==> config.mk <==
export PLATFORM = sky130hd
export DESIGN_NAME = display_scan_ctrl
export DESIGN_NICKNAME = d
export VERILOG_FILES = /design/src/rtl/display_scan_ctrl.sv
export SDC_FILE = /design/constraint.sdc
export NUM_CORES = 1
export LEC_CHECK = 0
export BUFFER_PORTS_ARGS = -buffer_cell sky130_fd_sc_hd__buf_2
export CORE_AREA = 2 2 116 62
export DETAILED_ROUTE_END_ITERATION = 8
export DIE_AREA = 0 0 118 64
export HOLD_SLACK_MARGIN = 0.05
export SETUP_SLACK_MARGIN = 0.1
export SLEW_MARGIN = 20
export SYNTH_ARGS = -nofsm -noshare
export SYNTH_HDL_FRONTEND = slang
export SYNTH_SLANG_ARGS = --single-unit
==> constraint.sdc <==
create_clock -name clk -period 2.4 [get_ports clk]
set_input_delay 0.48 -clock clk [delete_from_list [all_inputs] [get_ports clk]]
set_output_delay 0.48 -clock clk [all_outputs]
set_load 0.01 [all_outputs]
==> src/rtl/display_scan_ctrl.sv <==
// Multiplexed seven-segment scan controller: BLANK/DWELL slot sequencer with
// brightness-scaled anode duty and a double-buffered frame register.
module display_scan_ctrl #(
    parameter int NDIGITS      = 2,
    parameter int DWELL_CYCLES = 2048,
    parameter int BLANK_CYCLES = 64
) (
    input  logic                       clk,
    input  logic                       reset,
    input  logic                       load_valid,
    output logic                       load_ready,
    input  logic [4*NDIGITS-1:0]       load_data,
    input  logic [2:0]                 brightness,
    output logic [3:0]                 digit,
    output logic [NDIGITS-1:0]         anode,
    output logic [$clog2(NDIGITS)-1:0] scan_idx,
    output logic                       frame_done
);
    localparam int IW   = $clog2(NDIGITS);
    localparam int CMAX = (DWELL_CYCLES > BLANK_CYCLES) ? DWELL_CYCLES : BLANK_CYCLES;
    localparam int CW   = $clog2(CMAX + 1);
    localparam int UNIT = DWELL_CYCLES / 8;

    localparam logic [CW-1:0] BLANK_LAST = CW'(BLANK_CYCLES - 1);
    localparam logic [CW-1:0] DWELL_LAST = CW'(DWELL_CYCLES - 1);
    localparam logic [IW-1:0] IDX_LAST   = IW'(NDIGITS - 1);

    typedef enum logic {
        ST_BLANK = 1'b0,
        ST_DWELL = 1'b1
    } state_t;

    state_t               state_q, state_d;
    logic [CW-1:0]        cnt_q, cnt_d;
    logic [IW-1:0]        idx_q, idx_d;
    logic [2:0]           bright_q, bright_d;
    logic [4*NDIGITS-1:0] pending_q, pending_d;
    logic [4*NDIGITS-1:0] active_q, active_d;
    logic                 pending_full_q, pending_full_d;
    logic                 boundary;
    logic                 dwell_lit;
    logic [CW-1:0]        lit_len;

    always_ff @(posedge clk) begin
        if (reset) begin
            state_q        <= ST_BLANK;
            cnt_q          <= '0;
            idx_q          <= '0;
            bright_q       <= '0;
            pending_q      <= '0;
            active_q       <= '0;
            pending_full_q <= 1'b0;
        end else begin
            state_q        <= state_d;
            cnt_q          <= cnt_d;
            idx_q          <= idx_d;
            bright_q       <= bright_d;
            pending_q      <= pending_d;
            active_q       <= active_d;
            pending_full_q <= pending_full_d;
        end
    end

    always_comb begin
        state_d = state_q;
        cnt_d   = cnt_q + 1'b1;
        idx_d   = idx_q;
        case (state_q)
            ST_BLANK: begin
                if (cnt_q == BLANK_LAST) begin
                    state_d = ST_DWELL;
                    cnt_d   = '0;
                end
            end
            ST_DWELL: begin
                if (cnt_q == DWELL_LAST) begin
                    state_d = ST_BLANK;
                    cnt_d   = '0;
                    idx_d   = (idx_q == IDX_LAST) ? '0 : idx_q + 1'b1;
                end
            end
            default: begin
                state_d = ST_BLANK;
                cnt_d   = '0;
            end
        endcase

        // Promotion only happens when pending is full, which also holds
        // load_ready low, so it can never collide with a new transfer.
        boundary       = (state_q == ST_BLANK) && (cnt_q == '0) && (idx_q == '0);
        pending_d      = pending_q;
        pending_full_d = pending_full_q;
        active_d       = active_q;
        if (boundary && pending_full_q) begin
            active_d       = pending_q;
            pending_full_d = 1'b0;
        end else if (load_valid && !pending_full_q) begin
            pending_d      = load_data;
            pending_full_d = 1'b1;
        end

        bright_d = ((state_q == ST_DWELL) && (cnt_q == '0)) ? brightness : bright_q;
    end

    // The first dwell cycle is lit at every brightness, so the live input is
    // never needed combinationally; later cycles use the captured level.
    always_comb begin
        lit_len    = CW'((32'(bright_q) + 32'd1) * UNIT);
        dwell_lit  = (state_q == ST_DWELL) && ((cnt_q == '0) || (cnt_q < lit_len));
        frame_done = (state_q == ST_DWELL) && (cnt_q == DWELL_LAST) && (idx_q == IDX_LAST);
        digit      = active_q[{idx_q, 2'b00} +: 4];
        scan_idx   = idx_q;
        load_ready = !pending_full_q;
    end

    for (genvar gi = 0; gi < NDIGITS; gi++) begin : g_anode
        assign anode[gi] = dwell_lit && (idx_q == IW'(gi));
    end

endmodule

==> results.md <==
- The run finished with clean final reports.
- The max-slew violation count is 0.
- Yosys mapped a number of flops with a built-in enable equal to 0.
- The overall routing resource usage is 9.97%.
- Power spread over the standard cell area amounts to 643 nW/µm².
- The count of input and output buffers is 22.
- Yosys printed 0 warnings.
- The initial utilization of the core area, before any placement, comes to 24.5%.
- The worst register-to-register path ends at active_q[1].
- Data on the critical path arrives at its endpoint at 1870 ps.
- In this run the standard cell core region covers 6490 µm².
- The cell that appears most often on the critical path is sky130_fd_sc_hd__ha_4.
- The final setup skew is 6.10 ps.
- After synthesis, the netlist uses 34 different library cells.
- The most used flip-flop cell after synthesis is sky130_fd_sc_hd__dfxtp_1.
- From synthesis to final layout, the design area changed by 28.9%.
- The share of synthesized registers carrying an async set or reset is 0%.
- After detailed routing, the met3 layer carries 227 µm of wire.
- The die height is 64 µm.
- The worst min-delay path startpoint is load_data[3].
- The worst hold path class is in2reg.
- The final critical path takes up 98.0% of the cycle.
- On the worst path, the slowest cell contributes a delay of 330 ps.
- The hold buffer count at cts is 0.
- The buffering stage count on the worst path with inverters included is 2.
- Measured against its own limit, the worst slew margin works out to 58.6%.
- The initial antenna violation count came to 0.
- The wire length on met1 is 1.96 mm.
- Traced cell by cell, the critical path runs through ha_4 > inv_4 > ha_4 > o21a_1 > o211ai_1 > a22oi_2 > nor3b_2 > buf_2.
- The routed design uses 1.41 mm of met2 wire.
- Dividing the detail-routed wire length by the instance count gives 12.5 µm.
- The DRC marker count from the first detailed-route iteration is 96.
- The number of remaining DRC errors is 0.
- At the worst endpoint, the required time is 1920 ps.
- The wire length of the first global-routing pass is 5.79 mm.
- Along the worst path, the maximum fanout reaches 2.
- The most common cell in the synthesized netlist is sky130_fd_sc_hd__dfxtp_1.
- The average instance in the mapped netlist occupies 9.29 µm².
- The ratio of routed vias to standard cells is 4.34.
- The final net count is 220.
- Cells with a size suffix above 1 make up 29.9% of the layout.
- The final RePlAce weighted congestion is 0.837.
- The start-to-end type of the worst setup path is reg2out.
- The final route contains 1271 vias.
- The kind of launch point of the worst setup path is a flip-flop.
- The commonest cells after synthesis are 34 x sky130_fd_sc_hd__dfxtp_1, 27 x sky130_fd_sc_hd__nor2_1, 19 x sky130_fd_sc_hd__mux2i_1, 15 x sky130_fd_sc_hd__nor3_1, 9 x sky130_fd_sc_hd__clkbuf_1.
- The clock latency at the later pin of the worst-skew pair is 270 ps.
- The pin count of the biggest net entering global routing is 35.
- Timing would allow up to 425 MHz.
- The worst hold path endpoint is pending_q[3].
- Setup violations remaining at the end of the flow were counted as 0.
- Summed over all failing endpoints, the final setup total negative slack is 0 ps.
- The buffer cell driving the clock tree root is sky130_fd_sc_hd__clkbuf_16.
- The static leakage is 0.846 nW.
- No sink is reached through more buffers than the 2 on the longest clock path.
- During I/O placement, the number of pins put on the boundary was 23.
- The site row count is 21.
- The peak ir drop on the vdd network is 0.274 mV.
- Setup repair after global routing could not meet its margin everywhere.
- The worst register-to-register path has a setup slack of 250 ps.
- In this run the horizontal extent of the chip is 118 µm.
- Among cell families on the critical path, the largest total delay comes from compound AO/OA/AOI/OAI gates.
- The net count of the mapped netlist is 191.
- CTS built an H-tree with a depth of 2.
- By area the synthesized netlist is led by sky130_fd_sc_hd__dfxtp_1 43%, sky130_fd_sc_hd__mux2i_1 12%, sky130_fd_sc_hd__nor2_1 6.4%.
- The clock period minus worst slack is 2350 ps.
- The count of maximum capacitance violations is 0.
- The standard cell with the maximum stage delay on the critical path is sky130_fd_sc_hd__dfxtp_2.
- The mapped netlist covers 1590 µm².
- The count of state elements after synthesis is 34.
- The share of Yosys cell area claimed by the top area cell type is 42.9%.
- The post-route total power is 1.32 mW.
- The via count of the first global-routing pass came to 1120.
- The endpoint type of the worst setup path is a primary output.
- The final global-route overflow total is 0.
- Sequential cells were found to cover 42.9% of the synthesized design area.
- The antenna violation net count after detailed routing is 0.
- TritonCTS built the clock tree.
- Counting cells, the worst reg-to-reg path comes to 4.
- The wire length reported by the detailed router is 3.66 mm.
- The final hold violation count came to 0.
- The area enclosed by the die boundary is 7550 µm².
- Clock-pin slew was measured on the worst setup and hold paths at 50 ps.
- For the pin with the worst max-slew slack, the measured transition is 621 ps.
- The wire-length estimate of the detail-placed layout is 2.65 mm.
- The repair_antennas step left the layout with diodes totalling 0.
- The number of detailed-route iterations in the first pass is 4.
- The largest area contributor in the synthesized netlist is sky130_fd_sc_hd__dfxtp_1.
- The number of fillers in the final layout is 701.
- The cell depth of the worst min-delay path is 3.
- The worst register-to-register path begins at cnt_q[9].
- The highest layer used for signal routing is met4.
- The clock drives 34 sinks.
- The number of standard cells after synthesis is 171.
- The number of buffers created by CTS is 5.
## cell families (layout without fill, tap and decap cells)
family	after synthesis	in the layout	share of synthesized area (%)
AO/OA/AOI/OAI	9	9	4.02
XOR/XNOR	10	10	5.52
adder cells (fa/ha/maj)	6	6	4.73
buffers and inverters	16	46	4.02
flip-flops	34	34	42.9
multiplexers	23	23	14.8
AND/OR/NAND/NOR	73	73	24.0
## power by group
| part | switching, mW | leakage, nW | internal, mW | total [mW] |
|---|---|---|---|---|
| combinational | 0.0465 | 0.494 | 0.0453 | 0.0918 |
| sequential | 0.0144 | 0.277 | 0.584 | 0.598 |
| clock | 0.216 | 0.0739 | 0.410 | 0.626 |
| total | 0.277 | 0.846 | 1.04 | 1.32 |
## stage by stage
step / hold WS (ps) / util (%) / cells / worst slack [ps] / instance area (µm²)
6_report: 445 / 31.5 / 293 / 47.0 / 2050
5_1_grt: 473 / 31.5 / 293 / -39.7 / 2050
4_1_cts: 442 / 31.0 / 292 / -29.3 / 2010
3_5_place_dp: 482 / 28.1 / 282 / 199 / 1820
3_3_place_gp: 470 / 28.1 / 282 / 226 / 1820
2_1_floorplan: 458 / - / 171 / 373 / 1590
## cell type report
| type | instances | area, µm² | area share [%] |
|---|---|---|---|
| flip-flops and latches | 34 | 684 | 33.4 |
| repair buffers | 32 | 185 | 9.05 |
| clock buffers | 7 | 143 | 6.97 |
| clock inverters | 1 | 5.00 | 0.244 |
| well taps | 92 | 115 | 5.62 |
| inverters | 6 | 25.0 | 1.22 |
| multi-input cells | 121 | 890 | 43.5 |
## placed cells by master, fill, tap and decap left out, types with 3 or more instances in the layout
cell type,synthesis,routed
sky130_fd_sc_hd__nand3_1,7,7
sky130_fd_sc_hd__nand2_1,5,5
sky130_fd_sc_hd__dfxtp_2,0,3
sky130_fd_sc_hd__inv_1,6,5
sky130_fd_sc_hd__dfxtp_1,34,31
sky130_fd_sc_hd__nor2_1,27,27
sky130_fd_sc_hd__mux2i_1,19,19
sky130_fd_sc_hd__mux2_2,4,4
sky130_fd_sc_hd__clkbuf_16,0,5
sky130_fd_sc_hd__buf_4,1,10
sky130_fd_sc_hd__nor3_1,15,14
sky130_fd_sc_hd__buf_2,0,22
sky130_fd_sc_hd__xnor2_1,8,8
sky130_fd_sc_hd__ha_1,6,4
## flip-flops by register name (all words and copies together), names as in the netlist
name	count
active_q	8
bright_q	3
cnt_q	12
pending_full_q	1
pending_q	8
scan_idx	1
state_q	1
## what timing repair did
| item | CTS | global route |
|---|---|---|
| pin swaps | 5 | 7 |
| buffers inserted | 2 | 1 |
| gates resized for setup | 5 | 6 |
| setup endpoints to repair | 2 | 3 |
## worst max path at each step
stage | from | to | slack [ps] | cells after the start
2_1_floorplan | bright_q[0] | anode[0] | 370 | 7
3_3_place_gp | bright_q[0] | anode[0] | 230 | 8
3_5_place_dp | bright_q[0] | anode[0] | 200 | 8
4_1_cts | bright_q[0] | anode[0] | -30 | 8
5_1_grt | bright_q[1] | anode[0] | -40 | 8
6_report | bright_q[1] | anode[0] | 50 | 8
## layer usage
metal  up-vias  track usage, %
met1       577            15.2
met3         5            2.50
met5         -               0
li1        648               -
met2        41            12.6
met4         0            4.52
## worst min-delay path: stages
cell and delay [ps]:
sky130_fd_sc_hd__buf_2 70, sky130_fd_sc_hd__mux2i_1 50, sky130_fd_sc_hd__nor2_1 70
Power figures use the tool's default switching activity.
